File: config.mk
export PLATFORM = sky130hd
export DESIGN_NAME = inv_shift_rows_buf
export DESIGN_NICKNAME = d
export VERILOG_FILES = /design/src/rtl/inv_shift_rows_buf.sv
export SDC_FILE = /design/constraint.sdc
export NUM_CORES = 1
export LEC_CHECK = 0
export ABC_AREA = 1
export BUFFER_PORTS_ARGS = -buffer_cell sky130_fd_sc_hd__buf_4
export CELL_PAD_IN_SITES_DETAIL_PLACEMENT = 1
export CELL_PAD_IN_SITES_GLOBAL_PLACEMENT = 1
export CORE_MARGIN = 4
export CORE_UTILIZATION = 41
export CTS_BUF_LIST = sky130_fd_sc_hd__clkbuf_16
export DETAILED_ROUTE_END_ITERATION = 16
export PLACE_DENSITY = 0.78
export SLEW_MARGIN = 40
export SYNTH_ARGS = -nofsm -noshare
export SYNTH_HDL_FRONTEND = slang
export SYNTH_SLANG_ARGS = --single-unit
File: constraint.sdc
create_clock -name clk -period 6.95 [get_ports clk]
set_input_delay 1.39 -clock clk [delete_from_list [all_inputs] [get_ports clk]]
set_output_delay 1.39 -clock clk [all_outputs]
set_load 0.01 [all_outputs]
File: src/rtl/inv_shift_rows_buf.sv
`default_nettype none
// ============================================================================
// Module      : inv_shift_rows_buf
// Description : Two-entry in-order FIFO for AES states. InvShiftRows is
//               applied as a state is written, so the stored entries are
//               already transformed. A sideband tag is carried unmodified
//               alongside each state.
//
// Ports       : clk      - clock, all state updates on the rising edge
//               rst      - synchronous active-high reset
//               i_valid  - upstream state valid
//               o_ready  - block can accept a state this cycle
//               i_data   - AES state, row-major, row r = [127-32r -: 32]
//               i_tag    - sideband tag stored with the state
//               o_valid  - head entry valid
//               i_ready  - downstream accepts the head entry
//               o_data   - transformed head state (zero when empty)
//               o_tag    - tag of the head entry (zero when empty)
//               o_count  - occupancy, 0..2
//
// Revision    : 1.0 - initial release
// ============================================================================
module inv_shift_rows_buf #(
    parameter int TAG_W = 4
) (
    input  logic               clk,
    input  logic               rst,
    input  logic               i_valid,
    output logic               o_ready,
    input  logic [127:0]       i_data,
    input  logic [TAG_W-1:0]   i_tag,
    output logic               o_valid,
    input  logic               i_ready,
    output logic [127:0]       o_data,
    output logic [TAG_W-1:0]   o_tag,
    output logic [1:0]         o_count
);

    localparam logic [1:0] c_full = 2'd2;

    logic [127:0]     r_data [0:1];
    logic [TAG_W-1:0] r_tag  [0:1];
    logic             r_wptr;
    logic             r_rptr;
    logic [1:0]       r_count;

    logic [127:0]     w_shifted;
    logic             w_push;
    logic             w_pop;

    // Row r rotates right by r bytes; byte 0 of each row sits in its MSB.
    assign w_shifted = {i_data[127:96],
                        i_data[71:64],  i_data[95:72],
                        i_data[47:32],  i_data[63:48],
                        i_data[23:0],   i_data[31:24]};

    // o_ready depends only on registered occupancy and rst, never on i_ready,
    // so a pop in the same cycle does not open a slot for a push when full.
    assign o_ready = !rst && (r_count != c_full);
    assign o_valid = (r_count != 2'd0);
    assign w_push  = i_valid && o_ready;
    assign w_pop   = o_valid && i_ready;

    assign o_data  = o_valid ? r_data[r_rptr] : 128'd0;
    assign o_tag   = o_valid ? r_tag[r_rptr]  : {TAG_W{1'b0}};
    assign o_count = r_count;

    always_ff @(posedge clk) begin
        if (rst) begin
            r_wptr  <= 1'b0;
            r_rptr  <= 1'b0;
            r_count <= 2'd0;
            for (int i = 0; i < 2; i++) begin
                r_data[i] <= 128'd0;
                r_tag[i]  <= {TAG_W{1'b0}};
            end
        end else begin
            if (w_push) begin
                r_data[r_wptr] <= w_shifted;
                r_tag[r_wptr]  <= i_tag;
                r_wptr         <= ~r_wptr;
            end
            if (w_pop) begin
                r_rptr <= ~r_rptr;
            end
            case ({w_push, w_pop})
                2'b10:   r_count <= r_count + 2'd1;
                2'b01:   r_count <= r_count - 2'd1;
                default: r_count <= r_count;
            endcase
        end
    end

endmodule
`default_nettype wire
Yosys cells after proc, flatten, opt, wreduce, memory -nomap -nowiden:

Memories as Yosys holds them, arrays and structs flattened. A register that Yosys moved wholly into a read port is not among the register bits.
Cells that the tools add are included.

* register bits after elaboration: 4
* memories kept: 2
* bits in writable memories: 264

* equal/unequal tests: 3
* add/subtract/negate cells: 2
* bitwise operators: 2
* mux-type cells: 18
* reduce and logical (&&, ||, !) cells: 8

Memories
* r_data: words 2, width 128, read ports 1, clocked after Yosys merged registers in 1, write ports 2, RTL line 41 `logic [127:0] r_data [0:1];`
* r_tag: words 2, width 4, read ports 1, clocked after Yosys merged registers in 1, write ports 2, RTL line 42 `logic [TAG_W-1:0] r_tag [0:1];`

Operators with widths (number)
* 2-to-1 mux 128 bit: 2
* OR reduction 128 bit: 1
* 2-to-1 mux 1 bit: 13
* 2-to-1 mux 4 bit: 2
* case mux 2 bit (2 select lines): 1
* nonzero test 2 bit: 2
* OR reduction 4 bit: 1
* logical AND 1 bit: 3
* adder 2 x 1 -> 2 bit (second input constant): 1
* == test 2 x 1 -> 1 bit (second input constant): 1
* == test 2 bit (second input constant): 1
* != test 2 bit (second input constant): 1
* NOT 1 bit: 2
* subtractor 2 x 1 -> 2 bit (second input constant): 1
* logical NOT 1 bit: 1

Longest topological paths before layout:

* depth after elaboration: 8
* depth in mapped cells: 9

Worst setup path after synthesis:

Ideal clock, no wire load.

* path type: input to register
* start point: in rst
* end point: mem r_data[0][0] (enable)
* path buffers: 2
* arrival time: 4.795 ns
* slack: 1.658 ns
* cell stages on the path: 5
* cell sequence: a21oi_4 > nand3_2 > buf_6 > buf_6 > nand2_1

RTL lines
* start: declaration: RTL line 27 `input logic rst,`
* end: declaration: RTL line 41

==> results.json <==
{
  "outcome": "completed",
  "via_per_inst": 4.97,
  "yosys.area.top_type_share_pct": 67.7,
  "antenna_found_initial": 1,
  "dpl_cell_area_sq_um": 14100,
  "fin_area_sq_um": 14900,
  "cts-buffers-inserted": 28,
  "drive_gt1_share_pct": 23.2,
  "area_delta_synth_final_pct": 27.1,
  "synth_warnings": 0,
  "yosys.area.top_type": "edfxtp_1",
  "synthDistinctLibCells": 20,
  "drc": 0,
  "coreArea_sq_um": 28000,
  "globalplace.congestion": 0.715,
  "async_flop_share_pct": 0,
  "synth_edf_count": 264,
  "p_per_area_nw_per_um2": 275,
  "grt_usage_pct": 20.6,
  "hold_buffers": 0,
  "wl_per_cell_microns": 18.5,
  "yosysSeqAreaShare_pct": 68.5,
  "period_minus_slack_ps": 4210,
  "p_sw_w": 0.00115,
  "syn_inst": 1169,
  "skew_ps": 8.54,
  "power.total_w": 0.00409,
  "ys_seq_elements": 269,
  "vias": 9011,
  "n_antenna_cell": 0,
  "relSlewSlack_pct": 50.8,
  "wl_microns": 33500,
  "fmax_ghz": 0.238,
  "cp.required_ps": 5560,
  "firstDrtPassIters": 6,
  "crit_path_max_fanout": 78,
  "tritoncts_num_sinks": 269,
  "hold_viol_final": 0,
  "io_pins": 272,
  "portBuffers": 271,
  "whs_ps": 532,
  "rsz0062_at_grt": "no",
  "cts.path.max_buffers": 3,
  "p_clk_share_pct": 32.9,
  "initial_utilization_pct": 41.8,
  "p_leak_nw": 6.65,
  "grt_pass1_vias": 9620,
  "timing_worst_setup_path_type": "register to primary output",
  "synth_flop_cell": "edfxtp_1",
  "peakVddDrop_uv": 139,
  "ant_nets": 0,
  "grt_remaining_overflow": 0,
  "cp-start-kind": "register",
  "sw_frac_of_total_pct": 28.1,
  "syn_avg_cell_area_sq_um": 10.0,
  "htreeDepth": 1,
  "grt_max_degree": 82,
  "comb_power_share_pct": 19.0,
  "fin_nets": 1551,
  "synth.area.top_cells": "edfxtp_1 68%, nand2_1 8.8%, nor2_1 8.7%",
  "post-dp-hpwl_microns": 21600,
  "die_w_microns": 177,
  "clock_latency_ps": 530,
  "drt_iter0_drc": 644,
  "cts_resized": 0,
  "synth_commonest_cells": "274 x nand2_1, 273 x nor2_1, 264 x edfxtp_1",
  "syn_area_sq_um": 11700,
  "grt_pass1_wl_microns": 51400,
  "die_h_microns": 177,
  "post-route-period-util_pct": 60.6,
  "seqPwrFrac_pct": 48.1,
  "die_area_sq_um": 31300,
  "end_kind": "primary output",
  "root_buffer": "clkbuf_16",
  "worstHoldPathType": "register to register",
  "tritoncts": "built",
  "drv_cap": 0,
  "cts_setup_buffers": 0,
  "setup_violations": 0,
  "row_count": 61,
  "finalMaxSlewViolations": 0,
  "syn_nets": 1306,
  "yosysMostFrequentCell": "nand2_1",
  "clk_pin_slew_worst_paths_ps": 60,
  "critPathArrivalTime_ps": 2820,
  "p_int_w": 0.00294,
  "tns_ps": 0,
  "worstMarginPinSlew_ps": 738
}
## through the flow
step                      util, %  instances  setup WS [ps]
after floorplan                 -       1169           1660
after global routing         53.2       1812           2520
after detailed placement     50.2       1762           3020
after global placement       50.0       1760           2400
final                        53.2       1812           2740
after CTS                    53.1       1812           2490
## final cells by class
| cell class | count | area (sq um) |
|---|---|---|
| timing repair buffer | 286 | 2200 |
| tap | 378 | 473 |
| sequential | 269 | 8030 |
| clock buffer | 29 | 726 |
| clock inverter | 21 | 88.8 |
| inverter | 141 | 534 |
| fill | 3177 | 13100 |
| multi-input combinational | 688 | 2840 |
## power by group through the flow
stage               combinational [W]  clock (W)  sequential (W)
floorplan                    0.000412          0         0.00199
global placement             0.000756          0         0.00200
detailed placement           0.000782          0         0.00201
CTS                          0.000789    0.00138         0.00197
global route                 0.000853    0.00145         0.00198
finish                       0.000776    0.00135         0.00197
## state kept, by name, summed over array words and instances, names as in the netlist, named ones only
register and count:
o_count 2, r_data 256, r_rptr 1, r_tag 8, r_wptr 1
## kinds of logic (layout without fill, tap and decap cells)
kind of cell | count (synthesis) | in the layout | synth area share (%)
adders and majority gates | 1 | 1 | 0.107
and+or+nand+nor | 552 | 552 | 17.9
buffers and inverters | 212 | 477 | 7.62
AOI/OAI and AO/OA | 135 | 135 | 5.86
DFF | 269 | 269 | 68.5
## final timing paths
kind                                              start                           to  slack (ps)  cells after the start
worst min-delay path                r_rptr$_SDFFE_PP0P_                     register         530                      2
worst max-delay path                           register                   o_data[31]        2740                      5
worst max register to register  o_count[1]$_SDFFE_PP0P_  r_data[1][98]$_SDFFCE_PN0P_        4040                      5
worst min register to register      r_rptr$_SDFFE_PP0P_                     register         530                      2
## layout by cell type, fill, tap and decap left out, types with 2 or more instances in the layout
| cell type | netlist | layout |
|---|---|---|
| inv_1 | 139 | 145 |
| a21oi_1 | 133 | 133 |
| buf_6 | 8 | 2 |
| nand2_1 | 274 | 272 |
| buf_12 | 0 | 2 |
| edfxtp_1 | 264 | 264 |
| clkbuf_16 | 0 | 29 |
| clkinv_1 | 1 | 7 |
| clkinv_2 | 0 | 8 |
| nor2_1 | 273 | 273 |
| buf_4 | 0 | 281 |
| dfxtp_1 | 5 | 4 |
## worst max-delay path, stage by stage (launching register included)
cell and delay (ps):
dfxtp_4 510, inv_6 540, buf_4 610, nand2_1 100, a21oi_1 280, buf_4 180
## routing by layer
metal | share of wire (%) | vias to the layer above | global-route usage, %
met5 | 0.060 | - | 0
met4 | 1.6 | 2 | 4.26
met3 | 7.7 | 50 | 4.32
met2 | 50 | 328 | 35.7
met1 | 41 | 4408 | 27.2
li1 | - | 4223 | -
No activity file was read; power rests on OpenSTA's default activity.
